===== src/rtl/vga_serial_pkg.sv =====
// Shared definitions for the VGA serial-display frame buffer: frame geometry,
// the default frame-buffer depth and the writer FSM state type.
package vga_serial_pkg;

    typedef enum logic [2:0] {IDLE, LATCH, WRITE, INC, WAIT} wr_state_t;

    localparam int FRAME_W    = 1024;
    localparam int FRAME_H    = 768;
    localparam int FRAME_BITS = FRAME_W * FRAME_H * 3 * 8;

    // Words per frame for a given RAM word width; the reader uses the same expression.
    function automatic int frame_depth(input int ram_width);
        return FRAME_BITS / ram_width;
    endfunction

endpackage


===== src/rtl/ram_writer.sv =====
// Write side of the frame buffer: packs UART bytes into RAM words (first byte in
// the LSBs) and writes them to consecutive addresses, wrapping once per frame.
module ram_writer
    import vga_serial_pkg::*;
#(
    parameter int  BYTE_WIDTH = 8,
    parameter int  RAM_WIDTH  = 8,
    parameter int  RAM_DEPTH  = frame_depth(RAM_WIDTH),
    localparam int ADDR_BITS  = (RAM_DEPTH > 1) ? $clog2(RAM_DEPTH) : 1
) (
    input  logic                  clk,
    input  logic                  rst,
    input  logic [BYTE_WIDTH-1:0] rx_data,
    input  logic                  rx_ready,
    input  logic                  frame_restart,
    output logic [ADDR_BITS-1:0]  address,
    output logic [RAM_WIDTH-1:0]  data_out,
    output logic                  write_en,
    output logic                  frame_done,
    output logic                  busy,
    output wr_state_t             state
);

    localparam int BYTES_PER_WORD = RAM_WIDTH / BYTE_WIDTH;
    localparam int CNT_BITS       = (BYTES_PER_WORD > 1) ? $clog2(BYTES_PER_WORD) : 1;
    localparam logic [ADDR_BITS-1:0] LAST_ADDR = ADDR_BITS'(RAM_DEPTH - 1);
    localparam logic [CNT_BITS-1:0]  LAST_BYTE = CNT_BITS'(BYTES_PER_WORD - 1);

    wr_state_t             next_state;
    logic [CNT_BITS-1:0]   byte_cnt;
    logic [RAM_WIDTH-1:0]  word_buf;
    logic [RAM_WIDTH-1:0]  last_word;

    always_comb begin
        next_state = state;
        unique case (state)
            IDLE:    if (rx_ready) next_state = LATCH;
            LATCH:   next_state = (byte_cnt == LAST_BYTE) ? WRITE : WAIT;
            WRITE:   next_state = INC;
            INC:     next_state = WAIT;
            WAIT:    if (!rx_ready) next_state = IDLE;
            default: next_state = IDLE;
        endcase
        // A restart while rx_ready is still high parks in WAIT so the held byte is not reused.
        if (frame_restart) next_state = rx_ready ? WAIT : IDLE;
    end

    assign write_en   = (state == WRITE) && !rst && !frame_restart;
    assign frame_done = (state == INC) && (address == LAST_ADDR) && !rst && !frame_restart;
    assign busy       = (state != IDLE);
    // The completed word is presented during the write; otherwise the last written word holds.
    assign data_out   = (state == WRITE) ? word_buf : last_word;

    always_ff @(posedge clk) begin
        if (rst) begin
            state     <= IDLE;
            address   <= '0;
            byte_cnt  <= '0;
            word_buf  <= '0;
            last_word <= '0;
        end else if (frame_restart) begin
            state    <= next_state;
            address  <= '0;
            byte_cnt <= '0;
            word_buf <= '0;
        end else begin
            state <= next_state;
            unique case (state)
                LATCH: begin
                    for (int i = 0; i < BYTES_PER_WORD; i++) begin
                        if (byte_cnt == CNT_BITS'(i))
                            word_buf[i*BYTE_WIDTH +: BYTE_WIDTH] <= rx_data;
                    end
                    byte_cnt <= (byte_cnt == LAST_BYTE) ? '0 : byte_cnt + CNT_BITS'(1);
                end
                WRITE: last_word <= word_buf;
                INC:   address <= (address == LAST_ADDR) ? '0 : address + ADDR_BITS'(1);
                default: ;
            endcase
        end
    end

endmodule

===== config.mk =====
export PLATFORM = sky130hd
export DESIGN_NAME = ram_writer
export DESIGN_NICKNAME = d
export VERILOG_FILES = /design/src/rtl/vga_serial_pkg.sv /design/src/rtl/ram_writer.sv
export SDC_FILE = /design/constraint.sdc
export NUM_CORES = 1
export LEC_CHECK = 0
export BUFFER_PORTS_ARGS = -buffer_cell sky130_fd_sc_hd__buf_2
export CORE_MARGIN = 2
export CORE_UTILIZATION = 40
export CTS_CLUSTER_SIZE = 14
export DETAILED_ROUTE_END_ITERATION = 8
export GPL_ROUTABILITY_DRIVEN = 0
export GPL_TIMING_DRIVEN = 0
export SLEW_MARGIN = 20
export SYNTH_ARGS = -nofsm -noshare
export SYNTH_HDL_FRONTEND = slang
export SYNTH_SLANG_ARGS = --single-unit

===== constraint.sdc =====
create_clock -name clk -period 2 [get_ports clk]
set_input_delay 0.1 -clock clk [delete_from_list [all_inputs] [get_ports clk]]
set_output_delay 0.1 -clock clk [all_outputs]
set_load 0.01 [all_outputs]

# After elaboration in Yosys (flattened, before gate mapping)
# Cells that the tools add are included.
[totals] ff_bits=42 inputBits=12 out_inout_bits=36
[classes] n_reduce_logical=12 bitwise=1 mux=9 add_sub_neg=2 eq_ne=7
[op_table] operator="$add 22x1->22 const B" count=1
[op_table] operator="$eq 22x22->1 const B" count=1
[op_table] operator="$mux 22" count=1
[op_table] operator="$mux 3" count=5
[op_table] operator="$pmux 3 s5" count=1
[op_table] operator="$mux 8" count=1
[op_table] operator="$eq 3x2->1 const B" count=2
[op_table] operator="$ne 3x3->1 const B" count=2
[op_table] operator="$logic_and 1x1->1" count=5
[op_table] operator="$reduce_and 2->1" count=2
[op_table] operator="$eq 3x1->1 const B" count=1
[op_table] operator="$eq 3x3->1 const B" count=1
[op_table] operator="$logic_not 3->1" count=1
[op_table] operator="$reduce_bool 3->1" count=1
[op_table] operator="$logic_not 1->1" count=2
[op_table] operator="$reduce_or 2->1" count=1
[op_table] operator="$add 1x1->1 const B" count=1
[op_table] operator="$mux 1" count=1
[op_table] operator="$not 1->1" count=1

# Logic depth before layout (Yosys ltp)
# Gate-level depths: netlist (run 1).
[depth] word_depth=4 depth_mapped=7 depth_no_buf=6

# Least setup slack after synthesis (run 1)
# No wires, ideal clock.
[synth_path] path_kind="register -> register" from="reg state[0]" to="reg address[8]" period_less_slack_ns=1.702 path_stages_with_launch=8 n_path_buf=2 arrival_ns=1.587 t_required_ns=1.885 setup_slack_ns=0.298 cell_sequence="dfxtp_1 > buf_2 > nand3b_4 > nor4_4 > nand3_2 > o21ai_4 > buf_6 > nor2_1"
[synth_between] elab_chain_len=1
[synth_rtl] element="from (decl)" line_no="ram_writer.sv:21" text="output wr_state_t state"
[synth_rtl] element="from (signal assigned)" line_no="ram_writer.sv:62" text="state <= next_state;"
[synth_rtl] element="from (signal assigned)" line_no="ram_writer.sv:67" text="state <= next_state;"
[synth_rtl] element="$eq 3x2->1" line_no="ram_writer.sv:68" text="unique case (state)"
[synth_rtl] element="to (signal assigned)" line_no="ram_writer.sv:77" text="INC: address <= (address == LAST_ADDR) ? '0 : address + ADDR_BITS'(1);"
[synth_rtl] element="to (decl)" line_no="ram_writer.sv:16" text="output logic [ADDR_BITS-1:0] address,"
# No other way between the ends.
# A chain may end at the register's enable or synchronous reset.

# Final worst setup path (run 1)
# Ends and elaborated chain as after synthesis.

==> results of run 1 <==
-- sequential cells by signal, summed over array words and instances (netlist names) --
register   count
state          3
word_buf       8
address       22
last_word      8
-- per-stage QoR --
step | hold slack, ns | area (um2) | util [%] | total power [W] | cells
2_1_floorplan | 0.239 | 1880 | - | 0.000937 | 206
6_report | 0.0337 | 2350 | 52.8 | 0.00157 | 318
3_3_place_gp | 0.334 | 2180 | 49.0 | 0.000977 | 305
4_1_cts | 0.0295 | 2290 | 51.4 | 0.00158 | 313
5_1_grt | 0.0442 | 2350 | 52.8 | 0.00165 | 318
3_5_place_dp | 0.342 | 2180 | 49.0 | 0.000979 | 305
-- synth_stat cells, types with 2 or more instances --
master,number,area (um2)
dfxtp_1,41,821
or3_1,2,12.5
xor2_1,15,131
mux2i_1,8,80.1
inv_1,2,7.51
and3_1,3,18.8
clkbuf_1,5,18.8
nor2_1,43,161
buf_6,2,22.5
mux2_2,8,90.1
xnor2_1,5,43.8
nand4_1,7,43.8
o21ai_0,2,10.0
buf_2,2,10.0
nor3_1,12,60.1
nor2b_1,8,50.1
a21oi_1,4,20.0
nand2_1,9,33.8
nand3_1,9,45.0
-- logic make-up after synthesis --
| kind of cell | share of synthesized area (%) |
|---|---|
| AO/OA/AOI/OAI | 3.33 |
| XOR/XNOR | 9.33 |
| adder cells (fa/ha/maj) | 0.666 |
| buffers and inverters | 3.53 |
| flip-flops | 43.7 |
| multiplexers | 9.06 |
| AND/OR/NAND/NOR | 30.4 |
-- tightest hold or removal path, stage by stage --
cell     delay, ns
buf_2         0.07
mux2i_1       0.05
nor2_1        0.07
-- area by class of cell --
cell class                 count  area [um2]  area share, %
multi-input combinational    153         997           42.5
clock inverter                 1        5.00          0.213
inverter                       2        7.51          0.320
clock buffer                   7        96.3           4.10
tap                           52        65.1           2.77
sequential                    41         821           34.9
timing repair buffer          52         298           12.7
buffer                        10        58.8           2.50
-- power groups by stage --
stage | registers (W) | clock network (W) | logic (W)
floorplan | 0.000855 | 0 | 0.0000813
global placement | 0.000856 | 0 | 0.000121
global route | 0.000839 | 0.000666 | 0.000142
CTS | 0.000837 | 0.000623 | 0.000124
detailed placement | 0.000856 | 0 | 0.000122
finish | 0.000837 | 0.000603 | 0.000129
-- worst min-delay path by stage --
stage                  endpoint        from  slack, ns  cells past startpoint
CTS                 word_buf[0]  rx_data[0]       0.03                      3
finish              word_buf[7]  rx_data[7]       0.03                      3
floorplan              state[2]    rx_ready       0.24                      2
global placement    word_buf[7]  rx_data[7]       0.33                      3
detailed placement  word_buf[0]  rx_data[0]       0.34                      3
global route        word_buf[2]  rx_data[2]       0.04                      3
-- layer usage --
metal / wire, um / vias up / part of all wire, % / track usage [%]
met5: 0 / - / 0 / 0
met4: 49 / 0 / 1.2 / 5.35
met3: 193 / 6 / 4.8 / 5.42
met2: 1770 / 39 / 44 / 23.8
met1: 2050 / 712 / 50 / 21.6
li1: - / 813 / - / -
-- repair_timing --
action,CTS,global route
resized for setup,1,0
setup endpoints to repair,8,18
setup buffers,0,5
hold buffers,0,0
pin swaps,0,2
==> qor.txt, run 1 <==
status: finished, final reports clean
Via Count: 1570
GRT Overall Usage: 16.0%
CP max stage delay: 0.38 ns
Achievable Freq: 532 MHz
sequential share of power: 53.4%
Area growth syn-to-layout: 25.0%
crit-path cells: buf_2 > nand3b_4 > nor4_4 > nand3_2 > o21ai_4 > buf_6 > nor2_1
Worst-Skew Late Latency: 0.30 ns
final setup violation count: 0
Port-buffer cells: 47
core area: 4440 um2
Num CTS Buffers: 5
DR iter-0 viols: 80
Post-synth EDFFs: 0
max_cap viols: 0
max-slew violations: 0
gr ovfl total: 0
slew at the pin with the worst max-slew slack: 0.504 ns
Worst R2R Setup Slack: 0.12 ns
Setup Skew: 0.00995 ns
Worst path depth: 7
async set-reset flop share out of synthesis: 0%
first-pass GRT wire length: 6.43 mm
Pre-Repair DR Iteration Count: 2
DRT Wirelength: 4.06 mm
static leakage: 1.02 nW
Worst-path clk slew: 0.08 ns
CTS sink cnt: 41
RSZ-0062 raised after global routing: no
WP data required: 2.19 ns
clock share of power: 38.4%
most common cell after layout, fill and taps aside: buf_2
H-tree Lvls: 2
Final Cycle Share: 93.9%
Clock Path Buffers: 2
power share of the combinational group: 8.2%
CP max FO: 10
Psw: 0.000365 W
Main synth FF type: dfxtp_1
antenna cells: 0
Crit path max-delay family: simple AND/OR/NAND/NOR gates
Synth cell types: 38
largest net degree at the start of global routing: 13
critical path startpoint category: flop
pwr dens: 668 nW/um2
Via density: 4.94
average wire per standard cell: 12.8 um
Final min period: 1.88 ns
crit path max-delay cell type: nor4_4
initial antenna violation count: 0
critical path capture point type: flop
Slew HR: 66.4%
reg2reg end: address[8]
# nets final: 278
worst setup path end: address[8]
Chip Width: 72.5 um
Critical Path AT: 2.07 ns
Worst Slack Setup Final: 0.122 ns
FP Rows: 24
Root Buffer: clkbuf_8
Place WS: 0.0636 ns
mean area per synthesized cell: 9.12 um2
Initial Utilization: 42.3%
worst path bufs/invs: 2
sequential area share after synthesis: 43.7%
Fin. Hold Viols: 0
Die Height: 72.5 um
Filler cells: 436
DRT antenna net count: 0
die area: 5260 um2
HP Class: input port to flop
sw frac: 23.3%
share of layout cells above drive strength 1: 30.5%
CP Launch Point: state[0]
synthesized area: 1880 um2
most frequent cells in the layout: buf_2 (49), nor2_1 (43), dfxtp_1 (41)
peak supply drop: 390 uV
Setup TNS Final: 0 ns
syn_nets: 219
Critical R2R Launch: state[0]
Int Power: 0.00120 W
vias in the first global route: 1344
DP HPWL: 2.88 mm
Warnings, synthesis: 0
IO Count: 48
CTS tree: yes
drt drc: 0
flops & latches, synth: 41
worst reg2reg path depth: 7
Synth Instances: 206
Crit Path Category: flop to flop
Power figures use the tool's default switching activity.
==> inputs of run 2 (changes only) <==
- CORE_MARGIN: 2 -> 3
==> run 2 against run 1 <==
Sequential share of layout area increased by 0.075 points. Cell count increased by 0.31%. Die area increased by 5.6%. Maximum frequency increased by 4.5%. Clock power decreased by 2%.
==> qor.txt, run 2 (synthesized netlist as in run 1, its figures left out) <==
Setup TNS Final: 0 ns
DRT antenna net count: 0
final setup violation count: 0
most frequent cells in the layout: buf_2 (48), nor2_1 (43), dfxtp_1 (41)
Port-buffer cells: 47
CP max stage delay: 0.44 ns
final hold slack: 0.0376 ns
IO Count: 48
Largest register FFs: 22
Chip Width: 74.5 um
Top cell by count, worst path: nor2_1
worst reg2reg path depth: 6
share of layout cells above drive strength 1: 31.5%
peak supply drop: 336 uV
DP HPWL: 2.90 mm
registers with the most flip-flops: address (22), last_word (8), word_buf (8)
Fin. Hold Viols: 0
Critical Path AT: 1.99 ns
Slew HR: 69.0%
clock share of power: 38.1%
core area: 4440 um2
placed inst area: 2180 um2
final design utilization: 52.7%
Num CTS Buffers: 5
Achievable Freq: 557 MHz
drt drc: 0
critical path capture point type: flop
CTS sink cnt: 41
DRT Wirelength: 3.99 mm
Worst-Skew Late Latency: 0.29 ns
max_cap viols: 0
Final min period: 1.80 ns
Via density: 4.91
FP Rows: 24
Psw: 0.000353 W
Pre-Repair DR Iteration Count: 4
power share of the combinational group: 8.0%
Die Height: 74.5 um
Crit Path Category: flop to flop
HP Class: input port to flop
first-pass GRT wire length: 6.41 mm
die area: 5550 um2
Filler cells: 443
CP max FO: 6
largest net degree at the start of global routing: 13
Area growth syn-to-layout: 24.8%
static leakage: 1.02 nW
Root Buffer: clkbuf_8
Final Cycle Share: 89.8%
average wire per standard cell: 12.5 um
Clock Path Buffers: 2
Int Power: 0.00120 W
gr ovfl total: 0
antenna cells: 0
initial antenna violation count: 0
WP data required: 2.19 ns
# nets final: 279
Place WS: 0.0982 ns
RSZ-0062 raised after global routing: no
sequential share of power: 53.8%
pwr dens: 663 nW/um2
Most flops, register: address
slew at the pin with the worst max-slew slack: 0.465 ns
Worst-path clk slew: 0.08 ns
Hold Crit Depth: 3
status: finished, final reports clean
Worst Slack Setup Final: 0.203 ns
sw frac: 22.7%
crit-path cells: ha_1 > nand4b_1 > nor2_1 > and4_1 > xnor2_1 > nor2_1
Initial Utilization: 42.3%
Setup Skew: 0.00595 ns
DR iter-0 viols: 108
max-slew violations: 0
fin area: 2340 um2
vias in the first global route: 1394
CTS tree: yes
critical path startpoint category: flop
H-tree Lvls: 2
crit path max-delay cell type: dfxtp_1
GRT Overall Usage: 15.3%
Via Count: 1565
most common cell after layout, fill and taps aside: buf_2
-- run 2: cell types whose count changed in the layout (fill, tap and decap cells not counted) --
cell / before / now
nand3_2: 1 / 2
buf_2: 49 / 48
buf_4: 4 / 7
nor3_2: 1 / 2
buf_12: 2 / 0
clkbuf_4: 0 / 1
nand3_1: 9 / 8
nor3_1: 12 / 11
-- run 2: critical path, delay by kind of cell (launching register included) --
family | cells | cell delay, ns
xor+xnor | 1 | 0.11
fa+ha+maj | 1 | 0.28
flops | 1 | 0.44
simple gates | 4 | 0.86
-- run 2: path summary, 6_finish.rpt --
check / from / endpoint / slack, ns
setup / recovery: address[0] / address[8] / 0.20
hold / removal: rx_data[6] / word_buf[6] / 0.04
setup reg to reg: address[0] / address[8] / 0.20
hold reg to reg: word_buf[6] / word_buf[6] / 0.50
-- run 2: layout make-up --
class	instances	area [um2]	share of cell area [%]
multi-input cells	153	1010	43.0
flip-flops and latches	41	821	35.0
repair buffers	53	280	12.0
clock buffers	7	96.3	4.11
well taps	52	65.1	2.78
plain buffers	10	61.3	2.62
inverters	2	7.51	0.320
clock inverters	1	5.00	0.214
-- run 2: power groups by stage --
stage | sequential, W | combinational [W] | clock, W
6_report | 0.000836 | 0.000125 | 0.000592
3_3_place_gp | 0.000855 | 0.000121 | 0
2_1_floorplan | 0.000855 | 0.0000813 | 0
5_1_grt | 0.000839 | 0.000140 | 0.000659
3_5_place_dp | 0.000856 | 0.000122 | 0
4_1_cts | 0.000836 | 0.000124 | 0.000617
-- run 2: stage by stage --
stage / total power [W] / instances
floorplan: 0.000937 / 206
global placement: 0.000977 / 305
detailed placement: 0.000978 / 305
CTS: 0.00158 / 313
global route: 0.00164 / 319
finish: 0.00155 / 319
-- run 2: what timing repair did --
action                                  in CTS  in global routing
hold buffers                                 0                  0
endpoints found under the setup margin       8                 19
resized for setup                            1                  3
pin swaps                                    0                  3
setup buffers                                0                  6
hold endpoints to repair                     0                  0
-- run 2: routing by layer --
layer | vias up | share of wire (%) | global-route usage, %
met2 | 42 | 45 | 23.1
met1 | 702 | 47 | 19.8
met4 | 0 | 1.5 | 5.73
met5 | - | 0 | 0
met3 | 7 | 6.3 | 5.81
li1 | 814 | - | -
==> inputs of run 3 (changes only) <==
- GPL_TIMING_DRIVEN: 0 -> unset
- MAX_ROUTING_LAYER: unset -> met4
==> run 3 against run 2 <==
Power fell by 5.0%. Cell area barely moved. Sequential share of layout area barely moved. Critical path depth did not move. Clock skew fell by 0.00092 ns. Largest cell class unchanged. Combinational power fell by 4%. Maximum frequency fell by 2.0%. Register-to-register slack improved by 0.08 ns. Non-clock buffer count did not move. Via count fell by 1.6%. Flip-flop and latch count did not move. Utilization barely moved.
==> qor.txt, run 3 (synthesized netlist as in run 1, its figures left out) <==
status: finished, final reports clean
placed inst area: 2240 um2
Worst Slack Setup Final: 0.166 ns
CTS sink cnt: 41
first-pass GRT wire length: 6.65 mm
static leakage: 1.03 nW
placed cell count: 310
DRT antenna net count: 0
Place WS: 0.299 ns
Die Height: 74.5 um
# nets final: 279
Most flops, register: address
most frequent cells in the layout: buf_2 (47), nor2_1 (43), dfxtp_1 (41)
DRT Wirelength: 4.05 mm
Final Cycle Share: 91.7%
final setup violation count: 0
Worst-path clk slew: 0.08 ns
Slew HR: 68.5%
HP Class: input port to flop
gr ovfl total: 0
die area: 5550 um2
fin area: 2340 um2
FP Rows: 24
antenna cells: 0
Critical Path AT: 1.73 ns
Num CTS Buffers: 5
Worst-Skew Late Latency: 0.29 ns
Chip Width: 74.5 um
Crit Path Category: flop to output pin
vias in the first global route: 1352
critical path capture point type: output pin
largest net degree at the start of global routing: 21
Largest register FFs: 22
drt drc: 0
initial antenna violation count: 0
most common cell after layout, fill and taps aside: buf_2
H-tree Lvls: 2
Via density: 4.83
critical path startpoint category: flop
slew at the pin with the worst max-slew slack: 0.470 ns
core area: 4440 um2
average wire per standard cell: 12.7 um
Pre-Repair DR Iteration Count: 4
max_cap viols: 0
Initial Utilization: 42.3%
IO Count: 48
GRT Overall Usage: 16.2%
Fin. Hold Viols: 0
Via Count: 1540
DP HPWL: 2.96 mm
Setup Skew: 0.00503 ns
DR iter-0 viols: 67
Setup TNS Final: 0 ns
CTS tree: yes
max-slew violations: 0
Clock Path Buffers: 2
Port-buffer cells: 47
CP max FO: 5
peak supply drop: 383 uV
share of layout cells above drive strength 1: 33.0%
WP data required: 1.90 ns
registers with the most flip-flops: address (22), last_word (8), word_buf (8)
Root Buffer: clkbuf_8
Achievable Freq: 545 MHz
Final min period: 1.83 ns
final design utilization: 52.8%
Finished Layout Cells: 319
pwr dens: 630 nW/um2
Area growth syn-to-layout: 24.9%
## run 3: cell count changes in the layout (fill, tap and decap cells not counted)
cell / before / now
clkbuf_4: 1 / 0
buf_12: 0 / 1
nor3b_4: 1 / 0
buf_2: 48 / 47
nor3b_2: 0 / 1
buf_6: 2 / 0
clkinv_2: 1 / 2
clkbuf_1: 5 / 1
buf_4: 7 / 15
clkbuf_8: 7 / 5
## run 3: timing repair
item,in CTS,in global routing
buffers inserted,0,1
hold buffers,0,0
endpoints found under the hold margin,0,0
gates resized for setup,0,2
endpoints found under the setup margin,0,1
## run 3: final timing paths
check        cells past startpoint  slack, ns   startpoint          end
max                              6       0.17   address[2]   frame_done
max reg2reg                      7       0.28  address[13]  address[13]
min                              3       0.04   rx_data[0]  word_buf[0]
min reg2reg                      2       0.49  word_buf[6]  word_buf[6]
## run 3: critical path, stage by stage, from the launching register on
cell,delay [ns]
dfxtp_1,0.42
nand3_2,0.13
buf_4,0.17
nor3_1,0.17
nand3_1,0.14
nor3_2,0.24
buf_2,0.17
## run 3: area by class of cell
type                    count  area, um2
inverters                   2       7.51
flip-flops and latches     41        821
well taps                  52       65.1
fillers                   432       2100
clock buffers               6       72.6
clock inverters             2       10.0
repair buffers             63        368
multi-input cells         153       1000
## run 3: metrics by stage
| step | power (W) | hold slack, ns |
|---|---|---|
| 6_report | 0.00148 | 0.0358 |
| 5_1_grt | 0.00155 | 0.0450 |
| 4_1_cts | 0.00150 | 0.0288 |
| 3_5_place_dp | 0.000977 | 0.343 |
| 3_3_place_gp | 0.000975 | 0.336 |
| 2_1_floorplan | 0.000937 | 0.239 |
## run 3: report_power, final
part	switching (W)	internal [W]	total (W)	leakage (nW)
combinational	0.0000632	0.0000568	0.000120	0.656
clock	0.000277	0.000242	0.000519	0.0450
sequential	0.00000704	0.000830	0.000837	0.332
## run 3: per-layer routing
layer	wire [um]	track usage, %
met3	216	3.92
met2	1820	22.8
met5	0	-
met4	47	6.52
met1	1970	22.2
